### src/rtl/uctrl_arb_pkg.sv
// Shared types for the uctrl port arbiter.
// State encoding, owner index width and a one-hot helper.
package uctrl_arb_pkg;

    localparam int OWNER_W = 3;

    typedef enum logic [1:0] {
        ST_IDLE  = 2'd0,
        ST_GRANT = 2'd1,
        ST_GAP   = 2'd2
    } arbState_e;

    function automatic logic [7:0] onehot(input logic [OWNER_W-1:0] idx);
        onehot = 8'd1 << idx;
    endfunction

endpackage

### src/rtl/uctrl_port_arbiter_if.sv
// Requester bundle plus shared memory port of the uctrl port arbiter.
// master = requester/bench side, slave = arbiter side.
interface uctrl_port_arbiter_if #(
    parameter int NREQ = 3,
    parameter int AW   = 16,
    parameter int DW   = 8
);
    import uctrl_arb_pkg::*;

    logic [NREQ-1:0]    req;
    logic [NREQ-1:0]    last;
    logic [NREQ*AW-1:0] req_addr;
    logic [NREQ*DW-1:0] req_wdata;
    logic [NREQ-1:0]    req_we;

    logic [NREQ-1:0]    gnt;
    logic               mem_en;
    logic               mem_we;
    logic [AW-1:0]      mem_addr;
    logic [DW-1:0]      mem_wdata;
    logic [OWNER_W-1:0] owner;
    logic               busy;
    logic               timeout_err;

    modport master (
        output req, last, req_addr, req_wdata, req_we,
        input  gnt, mem_en, mem_we, mem_addr, mem_wdata,
        input  owner, busy, timeout_err
    );

    modport slave (
        input  req, last, req_addr, req_wdata, req_we,
        output gnt, mem_en, mem_we, mem_addr, mem_wdata,
        output owner, busy, timeout_err
    );

endinterface

### src/rtl/uctrl_rr_pick.sv
// Round-robin picker: first set request at or above rrPtr, wrapping.
// Purely combinational.
module uctrl_rr_pick
    import uctrl_arb_pkg::*;
#(
    parameter int NREQ = 3
) (
    input  logic [NREQ-1:0]    req,
    input  logic [OWNER_W-1:0] rrPtr,
    output logic [OWNER_W-1:0] pick,
    output logic               valid
);

    // upper pass from rrPtr, then wrap to the lowest set request
    always_comb begin
        pick  = '0;
        valid = 1'b0;
        for (int i = 0; i < NREQ; i++) begin
            if (!valid && req[i] && (OWNER_W'(i) >= rrPtr)) begin
                valid = 1'b1;
                pick  = OWNER_W'(i);
            end
        end
        for (int i = 0; i < NREQ; i++) begin
            if (!valid && req[i]) begin
                valid = 1'b1;
                pick  = OWNER_W'(i);
            end
        end
    end

endmodule

### src/rtl/uctrl_port_arbiter.sv
// Round-robin owner of the shared uctrl memory port.
// Optional grant timeout: define ARB_TIMEOUT_EN.
module uctrl_port_arbiter
    import uctrl_arb_pkg::*;
#(
    parameter int NREQ     = 3,
    parameter int AW       = 16,
    parameter int DW       = 8,
    parameter int HOLD_MAX = 15
) (
    input logic               CK,
    input logic               RN,
    uctrl_port_arbiter_if.slave bus
);

    arbState_e          state;
    logic [OWNER_W-1:0] rrPtr;
    logic [OWNER_W-1:0] ownerQ;
    logic [OWNER_W-1:0] nextPtr;
    logic [OWNER_W-1:0] pick;
    logic               pickValid;
    logic [NREQ-1:0]    gntQ;
    logic               busyQ;
    logic [AW-1:0]      addrQ;
    logic [DW-1:0]      wdataQ;

    logic               ownReq;
    logic               ownLast;
    logic               ownWe;
    logic [AW-1:0]      ownAddr;
    logic [DW-1:0]      ownWdata;
    logic               inGrant;
    logic               relGrant;
    logic               tmoFire;

    uctrl_rr_pick #(.NREQ(NREQ)) uPick (
        .req   (bus.req),
        .rrPtr (rrPtr),
        .pick  (pick),
        .valid (pickValid)
    );

    // select the current owner's request lines
    always_comb begin
        ownReq   = 1'b0;
        ownLast  = 1'b0;
        ownWe    = 1'b0;
        ownAddr  = '0;
        ownWdata = '0;
        for (int i = 0; i < NREQ; i++) begin
            if (ownerQ == OWNER_W'(i)) begin
                ownReq   = bus.req[i];
                ownLast  = bus.last[i];
                ownWe    = bus.req_we[i];
                ownAddr  = bus.req_addr[i*AW +: AW];
                ownWdata = bus.req_wdata[i*DW +: DW];
            end
        end
    end

    assign inGrant  = (state == ST_GRANT);
    assign relGrant = inGrant & (~ownReq | ownLast | tmoFire);
    assign nextPtr  = (ownerQ == OWNER_W'(NREQ - 1)) ? '0 : ownerQ + 1'b1;

`ifdef ARB_TIMEOUT_EN
    localparam int CWRAW = $clog2(HOLD_MAX + 1);
    localparam int CW    = (CWRAW < 4) ? 4 : CWRAW;

    logic [CW-1:0] holdCnt;
    logic          timeoutErrQ;

    assign tmoFire = inGrant & ownReq & ~ownLast &
                     (holdCnt == CW'(HOLD_MAX - 1));

    // count cycles spent in GRANT, cleared while waiting for a grant
    always_ff @(posedge CK or negedge RN) begin
        if (!RN) begin
            holdCnt     <= '0;
            timeoutErrQ <= 1'b0;
        end else begin
            timeoutErrQ <= tmoFire;
            if (inGrant) holdCnt <= holdCnt + 1'b1;
            else         holdCnt <= '0;
        end
    end

    assign bus.timeout_err = timeoutErrQ;
`else
    assign tmoFire         = 1'b0;
    assign bus.timeout_err = 1'b0;
`endif

    // arbitration FSM with registered grant, owner and pointer
    always_ff @(posedge CK or negedge RN) begin
        if (!RN) begin
            state  <= ST_IDLE;
            gntQ   <= '0;
            busyQ  <= 1'b0;
            ownerQ <= '0;
            rrPtr  <= '0;
        end else begin
            unique case (state)
                ST_IDLE: begin
                    if (pickValid) begin
                        gntQ   <= NREQ'(onehot(pick));
                        ownerQ <= pick;
                        busyQ  <= 1'b1;
                        state  <= ST_GRANT;
                    end
                end
                ST_GRANT: begin
                    if (relGrant) begin
                        gntQ  <= '0;
                        busyQ <= 1'b0;
                        rrPtr <= nextPtr;
                        state <= ST_GAP;
                    end
                end
                ST_GAP: state <= ST_IDLE;
                default: state <= ST_IDLE;
            endcase
        end
    end

    // remember the last driven address/data so the port holds it when idle
    always_ff @(posedge CK or negedge RN) begin
        if (!RN) begin
            addrQ  <= '0;
            wdataQ <= '0;
        end else if (inGrant) begin
            addrQ  <= ownAddr;
            wdataQ <= ownWdata;
        end
    end

    assign bus.gnt       = gntQ;
    assign bus.busy      = busyQ;
    assign bus.owner     = ownerQ;
    assign bus.mem_en    = inGrant & ownReq;
    assign bus.mem_we    = inGrant & ownWe;
    assign bus.mem_addr  = inGrant ? ownAddr : addrQ;
    assign bus.mem_wdata = inGrant ? ownWdata : wdataQ;

endmodule

### src/flat_wrapper.sv
// flat-port wrapper written by rule: the top's interface ports become plain ports
module uctrl_port_arbiter_flat import uctrl_arb_pkg::*;
#(
    parameter int NREQ     = 3,
    parameter int AW       = 16,
    parameter int DW       = 8,
    parameter int HOLD_MAX = 15
)
  (CK, RN, bus_req, bus_last, bus_req_addr, bus_req_wdata, bus_req_we, bus_gnt, bus_mem_en, bus_mem_we, bus_mem_addr, bus_mem_wdata, bus_owner, bus_busy, bus_timeout_err);
  uctrl_port_arbiter_if #(.NREQ(NREQ), .AW(AW), .DW(DW)) bus_i ();
  input logic CK;
  input logic RN;
  input wire logic [$bits(bus_i.req)-1:0] bus_req;
  input wire logic [$bits(bus_i.last)-1:0] bus_last;
  input wire logic [$bits(bus_i.req_addr)-1:0] bus_req_addr;
  input wire logic [$bits(bus_i.req_wdata)-1:0] bus_req_wdata;
  input wire logic [$bits(bus_i.req_we)-1:0] bus_req_we;
  output wire logic [$bits(bus_i.gnt)-1:0] bus_gnt;
  output wire logic [$bits(bus_i.mem_en)-1:0] bus_mem_en;
  output wire logic [$bits(bus_i.mem_we)-1:0] bus_mem_we;
  output wire logic [$bits(bus_i.mem_addr)-1:0] bus_mem_addr;
  output wire logic [$bits(bus_i.mem_wdata)-1:0] bus_mem_wdata;
  output wire logic [$bits(bus_i.owner)-1:0] bus_owner;
  output wire logic [$bits(bus_i.busy)-1:0] bus_busy;
  output wire logic [$bits(bus_i.timeout_err)-1:0] bus_timeout_err;
  assign bus_i.req = bus_req;
  assign bus_i.last = bus_last;
  assign bus_i.req_addr = bus_req_addr;
  assign bus_i.req_wdata = bus_req_wdata;
  assign bus_i.req_we = bus_req_we;
  assign bus_gnt = bus_i.gnt;
  assign bus_mem_en = bus_i.mem_en;
  assign bus_mem_we = bus_i.mem_we;
  assign bus_mem_addr = bus_i.mem_addr;
  assign bus_mem_wdata = bus_i.mem_wdata;
  assign bus_owner = bus_i.owner;
  assign bus_busy = bus_i.busy;
  assign bus_timeout_err = bus_i.timeout_err;
  uctrl_port_arbiter #(.NREQ(NREQ), .AW(AW), .DW(DW), .HOLD_MAX(HOLD_MAX)) u_core (.CK(CK), .RN(RN), .bus(bus_i));
endmodule
### config.mk
export PLATFORM = sky130hd
export DESIGN_NAME = uctrl_port_arbiter_flat
export DESIGN_NICKNAME = d
export VERILOG_FILES = /design/src/rtl/uctrl_arb_pkg.sv /design/src/rtl/uctrl_port_arbiter_if.sv /design/src/rtl/uctrl_rr_pick.sv /design/src/rtl/uctrl_port_arbiter.sv /design/src/flat_wrapper.sv
export SDC_FILE = /design/constraint.sdc
export NUM_CORES = 1
export LEC_CHECK = 0
export ABC_CLOCK_PERIOD_IN_PS = 3700
export BUFFER_PORTS_ARGS = -buffer_cell sky130_fd_sc_hd__buf_2
export CORE_ASPECT_RATIO = 1.5
export CORE_MARGIN = 2
export CORE_UTILIZATION = 47
export CTS_CLUSTER_DIAMETER = 120
export CTS_CLUSTER_SIZE = 30
export DETAILED_ROUTE_END_ITERATION = 6
export GPL_ROUTABILITY_DRIVEN = 0
export PLACE_DENSITY_LB_ADDON = 0.12
export REMOVE_ABC_BUFFERS = 1
export SYNTH_ARGS = -nofsm -noshare
export SYNTH_HDL_FRONTEND = slang
export SYNTH_HIERARCHICAL = 1
export SYNTH_SLANG_ARGS = --single-unit
### constraint.sdc
create_clock -name CK -period 3.7 [get_ports CK]
set_input_delay 0.74 -clock CK [delete_from_list [all_inputs] [get_ports CK]]
set_output_delay 0.74 -clock CK [all_outputs]
set_load 0.05 [all_outputs]
==> results.md <==
Setup path:
- The sort of element at the end of the critical path is a primary output.
- The setup check on the worst reg-to-reg path leaves a slack of 1.87 ns.
- The delay of the slowest cell on the worst path is 0.62 ns.
- The family with the most delay on the worst path is buffers and inverters.
- The critical path buffer and inverter count is 2.
- Along the worst path, the maximum fanout reaches 19.
- For this design, the slowest cell found on the critical path is sky130_fd_sc_hd__dfrtp_2.
- The startpoint of the worst-slack reg-to-reg timing path is u_core/bus.owner[1].
- Data on the critical path arrives at its endpoint at 2.07 ns.
- The critical path goes through buf_4 -> mux2i_1 -> o21ai_0 -> a22o_1 -> buf_2.
- STA puts the critical path data required time at 2.96 ns.
- The type of origin of the critical path is a flop.
- The kind of critical path is flop to primary output.
- The first element of the critical path is u_core/bus.owner[1].
- Counting buffers and inverters, the worst setup path is 5 cells deep.
- The depth of the most critical reg-to-reg path is 4.

Placed design:
- The number of placed cells counting well taps is 353.
- Input and output buffers added on the ports amount to 115.
- Once detailed placement completed, the half-perimeter wirelength came to 3940 µm.
- The worst setup slack after placement is 1.15 ns.

Route:
- The number of iterations in the first detailed-routing pass is 5.
- In this run, the number of DRC markers left after iteration 0 of detailed routing was 87.
- The per-cell via count in the routed design is 5.35.
- The detailed-route wire length per cell is 15.3 µm.
- Wires add up to 5540 µm.
- The overall via count from detail_route is 1932.
- The number of antenna-violating nets in the routed design is 0.
- In the routed design, unresolved DRC markers number 0.

Power and ir drop:
- The combinational share of power is 64.3%.
- The cell internal power dissipation is 0.00121 W.
- The worst-case IR drop observed on VDD is 0.000600 V.
- The switching share of power is 54.0%.
- The power per cell area is 966 nW/µm².
- The cell leakage power is 1.39 nW.
- Summed over all nets, the switching power comes to 0.00142 W.
- The part of the total power dissipated in sequential elements is 24.5%.
- The fraction of power consumed by the clock network is 11.2%.

Floorplan:
- The total area inside the core boundary comes to 4210 µm².
- The die area is 4900 µm².
- The effective utilization at floorplan is 48.5%.
- 117 I/O pins were placed.
- The floorplan has 29 rows.
- The die extent in y is 84.8 µm.
- The chip width is 57.8 µm.

Global routing:
- Entering global routing, the biggest net connects 37 pins.
- The initial antenna violation count was 0.
- The total overflow left after global routing is 0.
- The first global-routing pass estimated 8720 µm of wire.
- The global routing usage summed across all routing layers is 22.9%.
- The number of global-route vias before repair is 1917.

Clock tree:
- The number of clock sinks is 36.
- The longest clock path from root to sink contains 2 buffers.
- TritonCTS built the clock tree.
- The TritonCTS buffer count is 5.
- The clock transition at the registers of the reported paths is 0.07 ns.
- After clock tree synthesis, the setup repair step added 0 buffers.
- The cts-stage hold buffer count is 0.
- The buffer type at the clock tree root is sky130_fd_sc_hd__clkbuf_8.
- At the later pin of the worst-skew pair, clock insertion delay measures 0.28 ns.
- The post-cts sizing count is 0.
- In this run the number of H-tree levels came out at 2.

Finish:
- The sequential cells in the finished layout cover a total of 902 µm².
- The count of fill cells added during filler insertion is 400.
- The filler-free cell count of the finished design is 361.
- The antenna diode instance count is 0.
- The net count of the finished layout is 397.
- For this run, the share of the core covered by cells in the final layout is 64.6%.
- The post-route netlist has 44.4% of its cells at a drive strength greater than 1.
- From synthesis to final layout, the design area changed by 33.1%.
- In the final layout, the multi-input gates occupy 1040 µm².

Hold path:
- The startpoint of the most critical hold path is u_core/wdataQ[1].
- The worst hold path belongs to the class flop to flop.
- Counting instances, the worst hold path has a depth of 1.

STA:
- The number of failing hold endpoints at the final stage is 0.
- The number of pins exceeding their max-slew limit in the final report is 0.
- The highest clock frequency the design can meet is 356 MHz.
- Setup repair after global routing left no endpoint under its margin.
- Dividing the final minimum period by the clock period gives 75.9%.
- Between clock sinks in the finished design, the worst skew comes to 0.00443 ns.
- The total of endpoints with negative setup slack in the final report is 0.
- The smallest setup slack after layout is 0.892 ns.
- The post-layout minimum cycle time is 2.81 ns.
- The actual slew at the worst max-slew pin is 0.823 ns.
- The worst relative slew slack is 45.1%.

Yosys:
- Counting distinct cell types in the post-synthesis netlist gives 34.
- The cell count after synthesis is 205.
- The cell area after synthesis is 2040 µm².
- The synthesized design contains 36 register bits.
- The total number of yosys warnings is 6.
- For this run, the register share of the synthesized area comes to 44.1%.
- The synthesized area divided by synthesized cell count is 9.97 µm².

Outcome:
- The flow ran to the end, and the final reports show no timing, DRC or antenna violations.

Run:
- Across the run, the number of max-cap violations was 0.
==> worst paths after layout <==
path	endpoint
hold / removal	u_core/wdataQ[1]
min in group asynchronous	u_core/bus.busy
setup reg to reg	u_core/rrPtr[0]
hold reg to reg	u_core/wdataQ[1]
setup / recovery	bus_mem_addr[12]
max in group asynchronous	u_core/bus.owner[1]
==> cell usage after synthesis, drive strengths merged <==
library cell	instances	area share (%)
a21oi	3	0.73
a22o	24	10
a31oi	1	1.0
and2	1	0.31
buf	12	3.4
clkbuf	6	1.1
conb	2	0.37
dfrtp	36	44
inv	4	0.73
mux2	5	3.1
mux2i	28	14
nand2	31	5.7
nand2b	1	0.31
nand3	1	0.24
nand3b	1	0.37
nand4bb	1	0.55
nor2	6	1.2
nor2b	1	0.31
nor3	1	0.24
nor3b	1	0.37
nor4b	1	0.73
o2111a	1	0.55
o21ai	29	7.1
o22ai	2	0.92
o31a	1	0.43
or2	1	0.43
or3	1	0.31
or4	1	0.37
or4b	1	0.49
xnor2	1	0.43
==> metrics by stage <==
step	instance area, µm²	TNS, ns	hold WS (ns)	power [W]
final	2720	0	0.499	0.00263
after global routing	2720	0	0.521	0.00278
after CTS	2720	0	0.508	0.00264
after detailed placement	2630	0	0.486	0.00234
after global placement	2630	0	0.483	0.00232
after floorplan	1950	-0.440	0.444	0.00192
==> power groups by stage <==
| stage | Sequential [W] | Clock [W] | Combinational [W] |
|---|---|---|---|
| after floorplan | 0.000783 | 0 | 0.00114 |
| after global placement | 0.000645 | 0 | 0.00168 |
| after detailed placement | 0.000649 | 0 | 0.00169 |
| after CTS | 0.000644 | 0.000304 | 0.00170 |
| after global routing | 0.000659 | 0.000321 | 0.00180 |
| final | 0.000642 | 0.000294 | 0.00169 |
==> metal layers <==
| layer | track usage [%] | vias to the layer above | part of all wire [%] |
|---|---|---|---|
| met5 | 0 | - | 0 |
| met4 | 5.71 | 0 | 0.83 |
| met3 | 5.08 | 7 | 6.0 |
| met2 | 42.1 | 66 | 55 |
| met1 | 26.0 | 907 | 38 |
| li1 | - | 952 | - |
==> layout by cell type, fill, tap and decap left out, drive strengths merged <==
cell | netlist | final
nor3 | 1 | 1
mux2i | 28 | 28
clkbuf | 6 | 7
xnor2 | 1 | 1
o31a | 1 | 1
nand4bb | 1 | 1
inv | 4 | 4
a22o | 24 | 24
clkinvlp | 0 | 1
o21ai | 29 | 29
nand2 | 31 | 31
o2111a | 1 | 1
nand2b | 1 | 1
nor4b | 1 | 1
or4 | 1 | 1
and2 | 1 | 1
nor2b | 1 | 1
nor3b | 1 | 1
or3 | 1 | 1
a21oi | 3 | 3
conb | 2 | 2
nand3b | 1 | 1
nand3 | 1 | 1
o22ai | 2 | 2
buf | 12 | 120
or2 | 1 | 1
nor2 | 6 | 6
mux2 | 5 | 5
a31oi | 1 | 1
or4b | 1 | 1
dfrtp | 36 | 36
==> state kept, by name (all words and copies together) (netlist names) <==
register and count:
u_core/wdataQ 8, u_core/bus.owner 3, u_core/state 2, u_core/addrQ 16, u_core/bus.gnt 3, u_core/rrPtr 3
u_core/bus.busy 1
==> worst register-to-register path: cells and delay by family, from the launching register on <==
family	cells	cell delay (ns)
muxes	2	0.63
DFF	1	0.62
AOI/OAI and AO/OA	2	0.48
==> layout make-up <==
type	count	share of cell area (%)
clock inverters	1	0.276
multi-input cells	147	38.1
inverters	4	0.552
well taps	46	2.12
flip-flops and latches	36	33.2
repair buffers	120	22.5
clock buffers	7	3.18
==> cells by family after synthesis <==
kind of cell,Yosys count,share of synthesized area [%]
xor+xnor,1,0.429
mux,33,16.8
flops,36,44.1
other cells,2,0.368
buf+inv,22,5.27
compound gates,61,21.1
simple gates,50,11.9
Power figures use the tool's default switching activity.
